[src/rtl/lfsr_pkg.sv]
// lfsr_pkg: shared definitions for the Galois LFSR generator/checker pair.
//   - lfsr_check_state_t : checker FSM states (SEARCH, VERIFY, LOCKED)
//   - lfsr_step()        : one Galois step, usable by the generator side and
//                          by testbenches. Operates on a zero-extended 64-bit
//                          word, so any LEN <= 64 works; callers truncate the
//                          result back to LEN bits.
package lfsr_pkg;

  typedef enum logic [1:0] {
    SEARCH = 2'd0,
    VERIFY = 2'd1,
    LOCKED = 2'd2
  } lfsr_check_state_t;

  localparam int unsigned LFSR_MAX_W = 64;

  // step(x) = {0, x[LEN-1:1]} ^ (x[0] ? TAPS : 0). With x zero-extended,
  // a plain right shift shifts a zero into bit LEN-1.
  function automatic logic [LFSR_MAX_W-1:0] lfsr_step(
    input logic [LFSR_MAX_W-1:0] x,
    input logic [LFSR_MAX_W-1:0] taps
  );
    lfsr_step = (x >> 1) ^ (x[0] ? taps : '0);
  endfunction

endpackage

[src/rtl/lfsr_check_sat_cnt.sv]
// lfsr_check_sat_cnt: saturating up-counter with synchronous clear.
// Ports:
//   clk    in  clock
//   rst    in  asynchronous active-high reset (count -> 0)
//   clr_i  in  synchronous clear; wins over a simultaneous increment
//   inc_i  in  increment request; ignored once the count is all-ones
//   cnt_o  out registered count
module lfsr_check_sat_cnt #(
  parameter int unsigned W = 16
) (
  input  logic         clk,
  input  logic         rst,
  input  logic         clr_i,
  input  logic         inc_i,
  output logic [W-1:0] cnt_o
);

  logic [W-1:0] cnt_q, cnt_d;

  always_comb begin
    cnt_d = cnt_q;
    if (clr_i)                     cnt_d = '0;
    else if (inc_i && ~&cnt_q)     cnt_d = cnt_q + W'(1);
  end

  always_ff @(posedge clk or posedge rst) begin
    if (rst) cnt_q <= '0;
    else     cnt_q <= cnt_d;
  end

  assign cnt_o = cnt_q;

endmodule

[src/rtl/lfsr_check.sv]
// lfsr_check: Galois LFSR sequence checker (receive side of the PRBS pair).
// Seeds its predictor from received data, verifies LOCK_CNT consecutive
// matches, then flywheels its own LFSR and flags/counts every mismatch.
//
// Optional feature macro: LFSR_CHECK_STATS_EN
//   defined   : word_cnt counts (saturating) every en word seen in LOCKED
//   undefined : word_cnt is tied to zero
//
// Input qualifier: en is a valid-only strobe with no back-pressure; the
// checker consumes data on every cycle en is high and ignores it otherwise.
//
// Ports:
//   clk       in  clock
//   rst       in  asynchronous active-high reset
//   en        in  data word valid this cycle
//   data      in  received LFSR word [LEN-1:0]
//   clr       in  synchronous clear of err_cnt and word_cnt
//   locked    out checker is in LOCKED
//   err       out one-cycle pulse: a LOCKED-state word mismatched
//   err_cnt   out saturating mismatch count [CNT_W-1:0]
//   word_cnt  out saturating LOCKED word count [CNT_W-1:0]
//   dbg_state out current FSM state (debug observation)
module lfsr_check
  import lfsr_pkg::*;
#(
  parameter int unsigned     LEN      = 8,
  parameter logic [LEN-1:0]  TAPS     = 8'b10111000,
  parameter int unsigned     LOCK_CNT = 4,
  parameter int unsigned     LOSS_CNT = 4,
  parameter int unsigned     CNT_W    = 16
) (
  input  logic              clk,
  input  logic              rst,
  input  logic              en,
  input  logic [LEN-1:0]    data,
  input  logic              clr,
  output logic              locked,
  output logic              err,
  output logic [CNT_W-1:0]  err_cnt,
  output logic [CNT_W-1:0]  word_cnt,
  output lfsr_check_state_t dbg_state
);

  // Wide enough to hold LOCK_CNT / LOSS_CNT themselves.
  localparam int unsigned MW = $clog2(LOCK_CNT + 1);
  localparam int unsigned LW = $clog2(LOSS_CNT + 1);

  function automatic logic [LEN-1:0] step(input logic [LEN-1:0] x);
    step = LEN'(lfsr_step(LFSR_MAX_W'(x), LFSR_MAX_W'(TAPS)));
  endfunction

  lfsr_check_state_t state_q, state_d;
  logic [LEN-1:0]    pred_q, pred_d;
  logic [MW-1:0]     match_q, match_d;
  logic [LW-1:0]     miss_q, miss_d;
  logic              err_q, err_d;
  logic              locked_q;
  logic              err_inc;

  always_comb begin
    state_d = state_q;
    pred_d  = pred_q;
    match_d = match_q;
    miss_d  = miss_q;
    err_d   = 1'b0;
    err_inc = 1'b0;
    if (en) begin
      case (state_q)
        SEARCH: begin
          // All-zero is the LFSR lock-up state and can never be a valid seed.
          if (data != '0) begin
            pred_d  = step(data);
            match_d = '0;
            state_d = VERIFY;
          end
        end
        VERIFY: begin
          if (data == '0) begin
            state_d = SEARCH;
          end else if (data == pred_q) begin
            match_d = match_q + MW'(1);
            pred_d  = step(data);
            if (match_q + MW'(1) == MW'(LOCK_CNT)) begin
              state_d = LOCKED;
              miss_d  = '0;
            end
          end else begin
            // Wrong but legal word: assume we seeded on corrupted data and
            // restart verification from this word.
            pred_d  = step(data);
            match_d = '0;
          end
        end
        LOCKED: begin
          // Flywheel: never re-seed from data once locked, so a burst of
          // errors cannot drag the predictor off the true sequence.
          pred_d = step(pred_q);
          if (data != pred_q) begin
            err_d   = 1'b1;
            err_inc = 1'b1;
            miss_d  = miss_q + LW'(1);
            if (miss_q + LW'(1) == LW'(LOSS_CNT)) state_d = SEARCH;
          end else begin
            miss_d = '0;
          end
        end
        default: state_d = SEARCH;
      endcase
    end
  end

  always_ff @(posedge clk or posedge rst) begin
    if (rst) begin
      state_q  <= SEARCH;
      pred_q   <= '1;
      match_q  <= '0;
      miss_q   <= '0;
      err_q    <= 1'b0;
      locked_q <= 1'b0;
    end else begin
      state_q  <= state_d;
      pred_q   <= pred_d;
      match_q  <= match_d;
      miss_q   <= miss_d;
      err_q    <= err_d;
      locked_q <= (state_d == LOCKED);
    end
  end

  lfsr_check_sat_cnt #(.W(CNT_W)) u_err_cnt (
    .clk   (clk),
    .rst   (rst),
    .clr_i (clr),
    .inc_i (err_inc),
    .cnt_o (err_cnt)
  );

`ifdef LFSR_CHECK_STATS_EN
  logic word_inc;
  assign word_inc = en && (state_q == LOCKED);

  lfsr_check_sat_cnt #(.W(CNT_W)) u_word_cnt (
    .clk   (clk),
    .rst   (rst),
    .clr_i (clr),
    .inc_i (word_inc),
    .cnt_o (word_cnt)
  );
`else
  assign word_cnt = '0;
`endif

  assign locked    = locked_q;
  assign err       = err_q;
  assign dbg_state = state_q;

endmodule

[config.mk]
export PLATFORM = sky130hd
export DESIGN_NAME = lfsr_check
export DESIGN_NICKNAME = d
export VERILOG_FILES = /design/src/rtl/lfsr_pkg.sv /design/src/rtl/lfsr_check_sat_cnt.sv /design/src/rtl/lfsr_check.sv
export SDC_FILE = /design/constraint.sdc
export NUM_CORES = 1
export LEC_CHECK = 0
export BUFFER_PORTS_ARGS = -buffer_cell sky130_fd_sc_hd__buf_4
export CAP_MARGIN = 20
export CORE_MARGIN = 2
export CORE_UTILIZATION = 54
export DETAILED_ROUTE_END_ITERATION = 10
export GPL_ROUTABILITY_DRIVEN = 0
export PLACE_DENSITY_LB_ADDON = 0.25
export SLEW_MARGIN = 20
export SYNTH_ARGS = -nofsm -noshare
export SYNTH_HDL_FRONTEND = slang
export SYNTH_SLANG_ARGS = --single-unit
[constraint.sdc]
create_clock -name clk -period 2.3 [get_ports clk]
set_input_delay 0.23 -clock clk [delete_from_list [all_inputs] [get_ports clk]]
set_output_delay 0.23 -clock clk [all_outputs]
set_load 0.005 [all_outputs]
==> summary.md <==
| Metric | Value |
|---|---|
| Detailed-route vias per instance | `5.524` |
| Post-route fraction of the period consumed by the critical path | `0.8940` |
| Skew-Pair Late Insertion Delay | `about 0.28 ns` |
| Cell chosen for the clock root | `clkbuf_8` |
| Area added between synthesis and finish | `14.28%` |
| Setup TNS | `0 ns` |
| Worst Tran Pin Value | `roughly 0.58 ns` |
| Largest net degree at the start of global routing | `35` |
| Number of placed cells counting well taps | `roughly 300` |
| Detailed route wirelength on metal3 | `around 160 µm` |
| Number of enable flip-flop cells after synthesis | `0` |
| Number of buffers inserted by post-CTS setup repair | `0` |
| Total length of routed wires | `between 4000 and 5000 µm` |
| Setup repair after global routing missed its margin | `false` |
| Cell Count, Final, Fillers Out | `317` |
| Critical Path Start Type | `register` |
| Maximum fanout along the worst path | `23` |
| Xor and xnor area share after synthesis | `0.06914` |
| Maximum count of clock buffers along a single path | `2` |
| Count of antenna diodes in the layout | `0` |
| Number of violations of the max-capacitance limit | `0` |
| Max-Slew Margin vs Limit | `0.6095` |
| Synth Area in Compound Gates | `0.1557` |
| Result of the run | `completed` |
| Count of buffers from port buffering | `31` |
| Origin of the worst setup path | `pred_q[5]` |
| Hold_buf cts | `0` |
| Synth Cell Area | `around 2200 µm²` |
| Leakage power | `1.171 nW` |
| Number of antenna violations at the first check in global routing | `0` |
| Count of instances resized after the clock tree is built | `0` |
| Floorplan die area | `4651 µm²` |
| Sequential element share of the synthesized area | `0.3867` |
| First-pass iteration count of the detailed router | `4` |
| Area inside the core boundary | `around 4000 µm²` |
| R2R Path Start | `pred_q[5]` |
| Top FF cell, synth | `dfrtp_1` |
| TritonCTS clock tree | `done` |
| Share of synthesized cell area in and, or, nand and nor gates | `0.2136` |
| Post-layout net count | `about 280` |
| Met2 Routed Length | `about 2100 µm` |
| Via total after detailed routing | `1751` |
| Global-route wire length before repair | `roughly 7400 µm` |
| Number of distinct library cells after synthesis | `52` |
| Worst setup path class | `reg2reg` |
| Final Worst Setup Slack | `0.2438 ns` |
| Clk_skew | `0.002960 ns` |
| DRC violation count after routing | `0` |
| Die height | `~68 µm` |
| Layout cells sized above 1 | `0.2509` |
| Worst vdd ir | `between 0.0003 and 0.0004 V` |
| Proportion of synthesized area in mux cells | `0.04778` |
| Cell taking the most area after synthesis | `dfrtp_1` |
| Number of warnings reported in the yosys synthesis log | `0` |
| Floorplan die width | `approximately 68 µm` |
| Number of clock sinks | `34` |
| Critical path's largest stage delay | `~0.57 ns` |
| Detailed-routing wirelength on met1 | `around 2000 µm` |
| Global-route congestion overflow total | `0` |
| Final setup violation count | `0` |
| Wire per inst | `~14 µm` |
| Number of global-route vias before repair | `approximately 1600` |
| Clock Pin Slew Worst Setup and Hold Paths | `approximately 0.07 ns` |
| Upper clock frequency limit | `a little under 500 MHz` |
| Power Density | `approximately 540 nW/µm²` |
| Kind of path behind the tightest hold check | `in2async` |
| Cell count after synthesis | `around 240` |
| Final count of pins violating max slew | `0` |
| Adder and majority cell fraction of the synthesized area | `0.02811` |
| Initial core utilization | `0.5605` |
| Required time at the worst-slack endpoint | `around 2.5 ns` |
| Count of final hold-check violations | `0` |
| Area share of the largest cell type after synthesis | `0.2923` |
| Largest family of logic cells by synthesized area | `simple AND/OR/NAND/NOR gates` |
| Rows | `23` |
| Number of register bits inferred by synthesis | `34` |
| Cell area reported after detailed placement | `2434 µm²` |
| Cell breakdown of the critical path | `xor2_1, nor4_4, a21o_4, nor4b_1, mux2_1` |
| Design area | `between 2000 and 3000 µm²` |
| Top-level port count | `48` |
| Top cells by area, synth | `dfrtp_1 (29%), dfstp_2 (9.4%), buf_4 (6.1%), a21oi_1 (3.8%), o21ai_0 (3.8%)` |
| Pre-CTS setup slack | `between 0.2 and 0.25 ns` |
| CP endpoint kind | `register` |
| Aggregate global-route resource usage | `0.2150` |
| Worst path slowest cell | `dfstp_2` |
| Fraction of registers with async set/reset | `1.000` |
| Remaining number of nets flagged by the antenna check after routing | `0` |
| Drt initial violations | `roughly 110` |
| Mean cell area of the mapped netlist | `9.472 µm²` |
| Post-detailed-placement half-perimeter wirelength | `between 3000 and 4000 µm` |
| Post-layout minimum cycle time | `roughly 2.1 ns` |
| Worst Path Arrival | `between 2 and 2.5 ns` |
| Level count of the clock H-tree | `2` |
| Uppermost layer routed | `met4` |
| Number of buffers created by CTS | `5` |
[registers in the layout, summed over array words and instances, names as in the netlist]
| signal | flops |
|---|---|
| match_q | 3 |
| miss_q | 3 |
| err | 1 |
| dbg_state | 2 |
| pred_q | 8 |
| locked | 1 |
| u_err_cnt.cnt_o | 16 |
[layout by cell type, fill, tap and decap left out, types with 2 or more instances in the layout]
cell type and count:
or4_1 5, ha_1 5, nand2_1 20, a211oi_1 2, nand3_1 7, inv_1 3, dfstp_2 8, nor2b_1 9
nand2b_1 3, a21oi_1 17, and3_1 4, nor3_1 3, a22o_1 2, dfrtp_1 26, xnor2_1 3, clkbuf_8 8
o31ai_1 5, and4_1 2, buf_4 36, nand4_1 4, and2_1 2, mux2i_1 5, nor4_1 4, o21ai_0 17
conb_1 16, or3_1 3, nor2_1 12, xor2_1 9, xor2_2 3, mux2_2 4, nor4_4 2
[final timing paths]
check | to | slack, ns | cells past startpoint
worst max-delay path | u_err_cnt.cnt_o[10] | 0.24 | 5
worst min-delay path | u_err_cnt.cnt_o[9] | 0.05 | 3
worst max register to register | u_err_cnt.cnt_o[10] | 0.24 | 5
worst min register to register | pred_q[1] | 0.50 | 2
max in group asynchronous | pred_q[2] | 1.92 | 3
min in group clk | dbg_state[0] | 0.20 | 2
[Yosys cell counts, types with 5 or more instances]
library cell  number
a21oi_1           17
buf_4             18
dfrtp_1           26
dfstp_2            8
ha_1               5
mux2i_1            5
nand2_1           20
nand3_1            7
nor2_1            12
nor2b_1            9
o21ai_0           17
o31ai_1            5
or4_1              5
xor2_1             9
[final cells by class]
class	instances	area [µm²]
fill	354	1428
multi-input combinational	184	1205
sequential	34	860.8
timing repair buffer	37	290.3
clock buffer	8	110.1
tap	50	62.56
inverter	4	15.01
[metal layers]
| layer | vias to the layer above | global-route usage |
|---|---|---|
| met2 | 34 | 0.3483 |
| met4 | 0 | 0.09000 |
| li1 | 868 | - |
| met1 | 839 | 0.2714 |
| met5 | - | 0 |
| met3 | 10 | 0.05592 |
[stage by stage]
step	utilization	hold WS, ns	total power [W]
after floorplan	-	0.3657	0.0008427
after global placement	0.6128	0.3567	0.0008658
after detailed placement	0.6128	0.3709	0.0008734
after CTS	0.6405	0.05909	0.001390
after global routing	0.6405	0.09630	0.001442
final	0.6405	0.04626	0.001377
[report_power, final]
part | internal [W] | switching, W
registers | 0.000644 | 0.0000385
clock network | 0.000302 | 0.000213
logic | 0.0000803 | 0.0000992
[critical path: cells and delay by family (launching register included)]
family | cells | cell delay [ns]
flops | 1 | 0.57
mux | 1 | 0.36
xor+xnor | 1 | 0.27
compound gates | 1 | 0.30
simple gates | 2 | 0.45
[cells by family after synthesis]
logic type	after synthesis
fa+ha+maj	5
compound gates	55
buf+inv	32
xor+xnor	15
flops	34
other cells	1
mux	10
simple gates	83
Power figures use the tool's default switching activity.
